<file path="src/rtl/apu_envelope_length_unit.sv">
// Per-channel envelope generator, length counter and register-0/3 write decode for APU pulse/noise channels.
// Optional build macro APU_LEN_GATE_EN: forces vol_out to 0 whenever the length counter is 0.
module apu_envelope_length_unit #(
  parameter logic [1:0] ENV_REG_ADDR = 2'b00,
  parameter logic [1:0] LEN_REG_ADDR = 2'b11
) (
  input  logic       clk_in,
  input  logic       rst_n_in,
  input  logic       e_pulse_in,
  input  logic       l_pulse_in,
  input  logic       en_in,
  input  logic       wr_in,
  input  logic [1:0] a_in,
  input  logic [7:0] d_in,
  output logic [1:0] duty_out,
  output logic [3:0] vol_out,
  output logic       len_nonzero_out
);

  function automatic logic [7:0] len_lut(input logic [4:0] idx);
    logic [7:0] v;
    case (idx)
      5'd0:  v = 8'd10;   5'd1:  v = 8'd254;  5'd2:  v = 8'd20;  5'd3:  v = 8'd2;
      5'd4:  v = 8'd40;   5'd5:  v = 8'd4;    5'd6:  v = 8'd80;  5'd7:  v = 8'd6;
      5'd8:  v = 8'd160;  5'd9:  v = 8'd8;    5'd10: v = 8'd60;  5'd11: v = 8'd10;
      5'd12: v = 8'd14;   5'd13: v = 8'd12;   5'd14: v = 8'd26;  5'd15: v = 8'd14;
      5'd16: v = 8'd12;   5'd17: v = 8'd16;   5'd18: v = 8'd24;  5'd19: v = 8'd18;
      5'd20: v = 8'd48;   5'd21: v = 8'd20;   5'd22: v = 8'd96;  5'd23: v = 8'd22;
      5'd24: v = 8'd192;  5'd25: v = 8'd24;   5'd26: v = 8'd72;  5'd27: v = 8'd26;
      5'd28: v = 8'd16;   5'd29: v = 8'd28;   5'd30: v = 8'd32;  5'd31: v = 8'd30;
      default: v = 8'd0;
    endcase
    return v;
  endfunction

  logic [1:0] duty_q,   duty_d;
  logic       halt_q,   halt_d;
  logic       cvol_q,   cvol_d;
  logic [3:0] period_q, period_d;
  logic [7:0] len_q,    len_d;
  logic [3:0] decay_q,  decay_d;
  logic [3:0] div_q,    div_d;
  logic       start_q,  start_d;
  logic       env_wr_s, len_wr_s;
  logic [3:0] vol_s;

  assign env_wr_s = wr_in && (a_in == ENV_REG_ADDR);
  assign len_wr_s = wr_in && (a_in == LEN_REG_ADDR);

  // Next-state: register decode, length counter and envelope step, all using pre-edge state
  always_comb begin
    duty_d   = duty_q;
    halt_d   = halt_q;
    cvol_d   = cvol_q;
    period_d = period_q;
    len_d    = len_q;
    decay_d  = decay_q;
    div_d    = div_q;
    start_d  = start_q;

    if (env_wr_s) begin
      duty_d   = d_in[7:6];
      halt_d   = d_in[5];
      cvol_d   = d_in[4];
      period_d = d_in[3:0];
    end else begin
      duty_d   = duty_q;
    end

    if (!en_in) begin
      len_d = 8'd0;
    end else if (len_wr_s) begin
      len_d = len_lut(d_in[7:3]);
    end else if (l_pulse_in && !halt_q && (len_q != 8'd0)) begin
      len_d = len_q - 8'd1;
    end else begin
      len_d = len_q;
    end

    // The old start flag drives this step; a coincident reg3 write re-arms it afterwards
    if (e_pulse_in) begin
      if (start_q) begin
        start_d = 1'b0;
        decay_d = 4'd15;
        div_d   = period_q;
      end else if (div_q == 4'd0) begin
        div_d = period_q;
        if (decay_q != 4'd0) begin
          decay_d = decay_q - 4'd1;
        end else if (halt_q) begin
          decay_d = 4'd15;
        end else begin
          decay_d = 4'd0;
        end
      end else begin
        div_d = div_q - 4'd1;
      end
    end else begin
      div_d = div_q;
    end

    if (len_wr_s) begin
      start_d = 1'b1;
    end else begin
      start_d = start_d;
    end
  end

  // State registers with asynchronous clear
  always_ff @(posedge clk_in or negedge rst_n_in) begin
    if (!rst_n_in) begin
      duty_q   <= 2'd0;
      halt_q   <= 1'b0;
      cvol_q   <= 1'b0;
      period_q <= 4'd0;
      len_q    <= 8'd0;
      decay_q  <= 4'd0;
      div_q    <= 4'd0;
      start_q  <= 1'b0;
    end else begin
      duty_q   <= duty_d;
      halt_q   <= halt_d;
      cvol_q   <= cvol_d;
      period_q <= period_d;
      len_q    <= len_d;
      decay_q  <= decay_d;
      div_q    <= div_d;
      start_q  <= start_d;
    end
  end

  // Output selection from registered state only
  always_comb begin
    vol_s = cvol_q ? period_q : decay_q;
`ifdef APU_LEN_GATE_EN
    if (len_q == 8'd0) begin
      vol_out = 4'd0;
    end else begin
      vol_out = vol_s;
    end
`else
    vol_out = vol_s;
`endif
  end

  assign duty_out        = duty_q;
  assign len_nonzero_out = (len_q != 8'd0);

endmodule

</file>
<file path="config.mk">
export PLATFORM = sky130hd
export DESIGN_NAME = apu_envelope_length_unit
export DESIGN_NICKNAME = d
export VERILOG_FILES = /design/src/rtl/apu_envelope_length_unit.sv
export SDC_FILE = /design/constraint.sdc
export NUM_CORES = 1
export LEC_CHECK = 0
export ABC_AREA = 1
export CORE_ASPECT_RATIO = 1.75
export CORE_MARGIN = 2
export CORE_UTILIZATION = 40
export DETAILED_ROUTE_END_ITERATION = 10
export SLEW_MARGIN = 30
export SYNTH_ARGS = -nofsm -noshare
export SYNTH_HDL_FRONTEND = slang
export SYNTH_SLANG_ARGS = --single-unit
</file>
<file path="constraint.sdc">
create_clock -name clk_in -period 3.9 [get_ports clk_in]
set_input_delay 0.585 -clock clk_in [delete_from_list [all_inputs] [get_ports clk_in]]
set_output_delay 0.585 -clock clk_in [all_outputs]
set_load 0.02 [all_outputs]
</file>
# Yosys cells after proc, flatten, opt, wreduce, memory -nomap -nowiden
# Memories as Yosys holds them, arrays and structs flattened.
# Cells that the tools add are included.
# word_totals
inputBits	16
n_memories	1
output_inout_bits	7
reg_bits	25
wordCells	38
mem_bits_ro	224
# memory_table
name	words	word_bits	read_ports	rd_clocked_by_memory_dff	wr	line_no	text
(name not given)	32	7	1	0	0	22	case (idx)
# classes
n_eq_ne	2
n_addsub	3
reduce_logical	12
muxes	12
# ops
op	count
$mux 4	7
$mux 8	3
$reduce_bool 8->1	1
$sub 4x1->4 const B	2
$sub 8x1->8 const B	1
$logic_and 1x1->1	4
$logic_not 4->1	1
$reduce_bool 2->1	2
$reduce_bool 4->1	1
$ne 3x1->1 const B	1
$eq 2x2->1 const B	1
$logic_not 2->1	1
$mux 1	2
$reduce_and 2->1	1
$logic_not 1->1	1

# Logic depth before layout (Yosys ltp)
# Gate-level depths: netlist of run 1.
# logic_depth
ltp_word	6
mapped_depth	10
mapped_depth_nobuf	10

# Worst setup path before layout of run 1
# Ideal clock, no wire load.
# synth_timing
kind	register to output
startpoint	register len_q[0]
endpoint	output len_nonzero_out
arrival_time_ns	1.057
path_stages_with_launch	6
required_time_ns	3.315
slack_ns	2.258
path_buffers	0
path_cell_list	dfrtp_1 -> inv_1 -> ha_1 -> nand2_2 -> nor2_1 -> nand2_1
# synth_via
elab_chain_cells	1
# synth_rtl
element	line_no	text
start: declaration	40	logic [7:0] len_q, len_d;
start signal: assignment	125	len_q <= len_d;
$reduce_bool 8->1	147	assign len_nonzero_out = (len_q != 8'd0);
end: declaration	17	output logic len_nonzero_out
# Every way passes these cells.

# Worst setup path after layout of run 1
# Ends and elaborated chain as after synthesis.

==> impl_metrics.yaml, run 1 <==
final_layout:
  final_net_count: 311
  drive_above_1_share_pct: 6.67
  fin_area_um2: 2100
  antenna_cells: 0
  multi_input_area_um2: 1010
  seq_area_um2: 626
  syn_to_final_growth_pct: 18.0
  fillers: 456
timing:
  finalCritPeriodShare_pct: 64.5
  setup_viol: 0
  min_period_ns: 2.52
  rsz0062_at_grt: "false"
  drv_slew: 0
  relSlewSlack_pct: 70.5
  clock_skew_ns: 0.00241
  max_freq_ghz: 0.397
  hold_viol: 0
  whs_ns: 0.492
  worst_pin_slew_ns: 0.442
  fin_tns_setup_ns: 0
pwr:
  vdd_drop_max_v: 0.000209
  power_density_nw_per_um2: 532
  power.leakage_uw: 0.00103
clock_tree:
  clockBufferDepth: 2
  clock_latency_ns: 0.27
  clockRootBuffer: "clkbuf_8"
  htree_levels: 1
  clkTransAtPathRegs_ns: 0.09
  cts_buffers: 3
  cts_hold_buf: 0
  post_cts_buffers: 0
  cts_num_sinks: 25
  cts_tree: "built"
  post_cts_resize_count: 0
synthesis:
  synthTopCellsByCount: "nand2_1 (72), o21ai_0 (33), inv_1 (32), nand3_1 (28), dfrtp_1 (25)"
  yosys-mux-area-fraction_pct: 0.632
  yosysSeqAreaShare_pct: 35.1
  synth-xor-area-share_pct: 0
  synth_cell_types: 28
  synthAdderAreaFrac_pct: 6.32
  synth_top_family_by_area: "simple AND/OR/NAND/NOR gates"
  synth-seq-cells: 25
  synth_area_leaders: "dfrtp_1 (35%), nand2_1 (15%), o21ai_0 (9.3%)"
  synth_area_leader_cell: "dfrtp_1"
  synthFlopType: "dfrtp_1"
  yosysWarnings: 0
  synth_fp_nets: 287
  synth_compound_area_share_pct: 16.4
  synthCells: 262
  synth-edff-count: 0
  syn-mean-instance-area_um2: 6.80
  synth_top_area_share_pct: 35.1
  asyncSetResetFlopFracSynth_pct: 100
  synth-simple-area-share_pct: 33.2
  synth_most_common_cell: "nand2_1"
  synth_area_um2: 1780
critical_path:
  crit_required_ns: 3.31
  worstPathArrival_ns: 1.93
  reg2reg_depth: 8
  worstSetupStartpointType: "flop"
  end_kind: "output port"
  critPathCapture: "len_nonzero_out"
  reg2reg_to: "div_q[3]"
  startpoint: "len_q[0]"
  rrSetupSlack_ns: 2.24
  r2r-start: "div_q[0]"
  critical_path_class: "flop to output port"
  path_max_fanout: 5
floorplanning:
  rows: 32
  die_y_um: 92.3
  die-width_um: 54.4
  ios: 23
  core_area_um2: 4320
  die_area_um2: 5020
  initial_core_util_pct: 41.2
detailed_routing:
  finalWirelength_um: 4270
  ant_nets: 0
  route.detailed.drc: 0
  routed-via-count: 1739
  drt_iter0_drc: 29
  dr.pass1.iters: 4
  viasPerCell: 5.18
  avgRoutedWirePerCell_um: 12.7
placement:
  postPlaceCellArea_um2: 2050
  gp_congestion: 0.907
  dp.final_hpwl_um: 3440
  numPortBuffers: 22
global_route:
  use_met2_pct: 36.1
  antenna_found_initial: 0
  busiest_layer: "met2"
  grt_pass1_wl_um: 7340
  grt_use_met1_pct: 20.5
  grt_max_degree: 26
  grt_use_total_pct: 19.5
  use_met3_pct: 2.61
  grt_overflow: 0
  grt_pass1_vias: 1729
flow_run:
  drv_cap: 0
status:
  status: "complete, no violations"
worst_hold_path:
  hold_class: "flop to flop"
==> power by group <==
| part | switching, µW | internal (µW) | leakage, µW |
|---|---|---|---|
| sequential | 73.3 | 341 | 0.000309 |
| clock | 86.5 | 72.5 | 0.0000217 |
| combinational | 325 | 220 | 0.000700 |
| total | 485 | 633 | 0.00103 |
==> layout make-up <==
type	instances	area share, %
Multi-Input combinational cell	199	47.9
Sequential cell	25	29.8
Timing Repair Buffer	23	10.8
Inverter	34	6.08
Tap cell	51	3.04
Clock buffer	3	1.97
Clock inverter	1	0.357
==> cell usage in the layout (no fill, tap or decap), types with 2 or more instances in the layout <==
cell / synthesis / final
o21ai_1: 4 / 4
nand4_1: 2 / 2
nor3_1: 2 / 2
ha_1: 9 / 9
or2_2: 2 / 2
nand2_4: 2 / 2
dfrtp_1: 25 / 25
clkdlybuf4s50_1: 0 / 22
inv_1: 32 / 32
o21ai_0: 33 / 33
nor2_1: 22 / 22
nand2_2: 2 / 2
nand3_1: 28 / 28
a21oi_1: 12 / 12
nand2_1: 72 / 72
clkbuf_8: 0 / 3
==> routing by layer <==
| layer | up-vias | part of all wire [%] |
|---|---|---|
| met1 | 794 | 39 |
| met5 | - | 0 |
| li1 | 900 | - |
| met3 | 9 | 2.5 |
| met4 | 0 | 2.6 |
| met2 | 36 | 56 |
==> state kept, by name, summed over array words and instances (netlist names) <==
register and flops:
len_q 8, halt_q 1, cvol_q 1, period_q 4
start_q 1, duty_out 2, decay_q 4, div_q 4
==> worst min path at each step <==
| stage | cells after the start | end | slack, ns | startpoint |
|---|---|---|---|---|
| after global placement | 2 | duty_out[1] | 0.47 | duty_out[1] |
| final | 2 | duty_out[1] | 0.49 | duty_out[1] |
| after CTS | 2 | duty_out[0] | 0.50 | duty_out[0] |
| after detailed placement | 2 | duty_out[0] | 0.48 | duty_out[0] |
| after floorplan | 0 | cvol_q | 0.29 | rst_n_in |
| after global routing | 2 | duty_out[0] | 0.54 | duty_out[0] |
==> critical path, cell delays in order (launching register included) <==
cell and delay (ns):
dfrtp_1 0.39, inv_1 0.13, ha_1 0.25, nand2_2 0.11
nor2_1 0.18, nand2_1 0.07, clkdlybuf4s50_1 0.53
==> stage by stage <==
step	cells	utilization, %	total power [µW]	setup WS, ns
CTS	336	48.6	1130	1.38
global placement	332	47.5	965	1.54
detailed placement	332	47.5	970	1.53
floorplan	262	-	797	2.26
finish	336	48.6	1120	1.38
global route	336	48.6	1230	1.24
==> cell families after synthesis <==
group | after synthesis
mux | 1
simple gates | 135
fa+ha+maj | 9
compound gates | 54
buf+inv | 38
flops | 25
(Power assumes the default switching activity.)
==> inputs of run 2 (changes only) <==
Clock period 3.9 ns to 2 ns, I/O delays scaled along.
==> impl_metrics.yaml, run 2 (synthesis gave the netlist of run 1 again) <==
status:
  status: "complete, no violations"
critical_path:
  reg2reg_to: "len_q[4]"
  worstSetupStartpointType: "flop"
  r2r-start: "len_q[0]"
  slowest_stage: "clkdlybuf4s50_1"
  path_buf_inv: 1
  crit_required_ns: 1.70
  worstPathArrival_ns: 1.63
  reg2reg_depth: 8
  rrSetupSlack_ns: 0.37
  critical_path_class: "flop to output port"
  max_stage_delay_ns: 0.64
  path_cells: "o21ai_0 > clkdlybuf4s50_1"
  end_kind: "output port"
  path_max_fanout: 9
  crit_family: "buffers and inverters"
final_layout:
  syn_to_final_growth_pct: 21.9
  postLayoutCoreUtil_pct: 50.2
  antenna_cells: 0
  final_common_cell: "nand2_1"
  fillers: 463
  final_net_count: 320
  largest_reg_flops: 8
  drive_above_1_share_pct: 10.2
  largest-register: "len_q"
  final_cell_mix: "nand2_1 (72), o21ai_0 (33), inv_1 (31)"
  fin_cells: 345
global_route:
  grt_pass1_wl_um: 7890
  antenna_found_initial: 0
  grt_overflow: 0
  grt_max_degree: 26
  grt_pass1_vias: 1748
  grt_use_total_pct: 21.0
floorplanning:
  core_area_um2: 4320
  die-width_um: 54.4
  rows: 32
  initial_core_util_pct: 41.2
  ios: 23
  die_y_um: 92.3
  die_area_um2: 5020
detailed_routing:
  ant_nets: 0
  drt_iter0_drc: 29
  dr.pass1.iters: 4
  viasPerCell: 5.14
  routed-via-count: 1774
  finalWirelength_um: 4720
  avgRoutedWirePerCell_um: 13.7
  route.detailed.drc: 0
timing:
  whs_ns: 0.377
  fin_tns_setup_ns: 0
  finalCritPeriodShare_pct: 96.3
  hold_viol: 0
  max_freq_ghz: 0.519
  worst_pin_slew_ns: 0.336
  relSlewSlack_pct: 77.6
  min_period_ns: 1.93
  clock_skew_ns: 0.00382
  drv_slew: 0
  setup_viol: 0
  rsz0062_at_grt: "false"
clock_tree:
  clockBufferDepth: 2
  clkTransAtPathRegs_ns: 0.10
  cts_buffers: 3
  htree_levels: 1
  clockRootBuffer: "clkbuf_8"
  cts_num_sinks: 25
  clock_latency_ns: 0.28
  post_cts_buffers: 0
  cts_tree: "built"
placement:
  dp.final_hpwl_um: 3840
  dp_cells: 341
  gp_congestion: 0.853
  numPortBuffers: 22
pwr:
  power_density_nw_per_um2: 1040
  vdd_drop_max_v: 0.000401
  power.leakage_uw: 0.00107
flow_run:
  drv_cap: 0
worst_hold_path:
  hold_class: "primary input to async pin"
-- run 2: changes by cell type in the layout (fill, tap and decap cells not counted) --
| cell | change |
|---|---|
| buf_4 | +9 |
| clkdlybuf4s50_1 | -1 |
| dlygate4sd2_1 | +1 |
| ha_1 | -1 |
| ha_2 | +1 |
| inv_1 | -1 |
| inv_2 | +1 |
-- run 2: repair_timing --
item / in CTS / in global routing
hold buffers: 0 / 0
setup endpoints to repair: 1 / 1
gates resized for setup: 1 / 2
-- run 2: power by group --
| group | internal (µW) | switching, µW |
|---|---|---|
| registers | 664 | 151 |
| logic | 460 | 662 |
| clock network | 142 | 177 |
| total | 1270 | 990 |
-- run 2: worst max-delay path by stage --
stage                        start              end  slack [ns]  cells after the start
after floorplan           len_q[0]         len_q[1]        0.62                      7
after global placement     d_in[3]         len_q[3]        0.12                     11
after detailed placement   d_in[3]         len_q[3]        0.11                     11
after CTS                   cvol_q       vol_out[0]        0.07                      2
after global routing      len_q[0]  len_nonzero_out        0.04                      6
final                       cvol_q       vol_out[0]        0.07                      2
-- run 2: final cells by class --
| type | instances | area (µm²) | share of cell area (%) |
|---|---|---|---|
| Inverter | 34 | 128 | 5.88 |
| Timing Repair Buffer | 32 | 294 | 13.6 |
| Multi-Input combinational cell | 199 | 1010 | 46.5 |
| Tap cell | 51 | 63.8 | 2.94 |
| Clock inverter | 1 | 7.51 | 0.346 |
| Sequential cell | 25 | 626 | 28.8 |
| Clock buffer | 3 | 41.3 | 1.90 |
-- run 2: stage by stage --
stage | total power, µW | area (µm²) | setup slack [ns]
floorplan | 1550 | 1780 | 0.621
global placement | 1940 | 2120 | 0.124
detailed placement | 1960 | 2120 | 0.107
CTS | 2270 | 2170 | 0.0691
global route | 2460 | 2170 | 0.0433
finish | 2260 | 2170 | 0.0748
-- run 2: worst register-to-register path: stages (launching register included) --
cell and delay [ns]:
dfrtp_1 0.40, inv_2 0.10, ha_2 0.22, nand2_2 0.06, buf_4 0.15, o21ai_4 0.31, nand2_4 0.11, nand2_4 0.10
o21ai_1 0.08
-- run 2: metal layers --
layer | vias up | GRT usage (%) | routed length, µm
met5 | - | 0 | 0
met1 | 815 | 23.4 | 1850
met3 | 9 | 1.14 | 94
met2 | 34 | 39.8 | 2670
met4 | 0 | 6.25 | 113
li1 | 916 | - | -
==> inputs of run 3 (changes only) <==
Settings changed: CTS_CLUSTER_DIAMETER from default to 40.
==> results of run 3 <==
No change in the layout: final DEF, timing and power equal those of run 2.
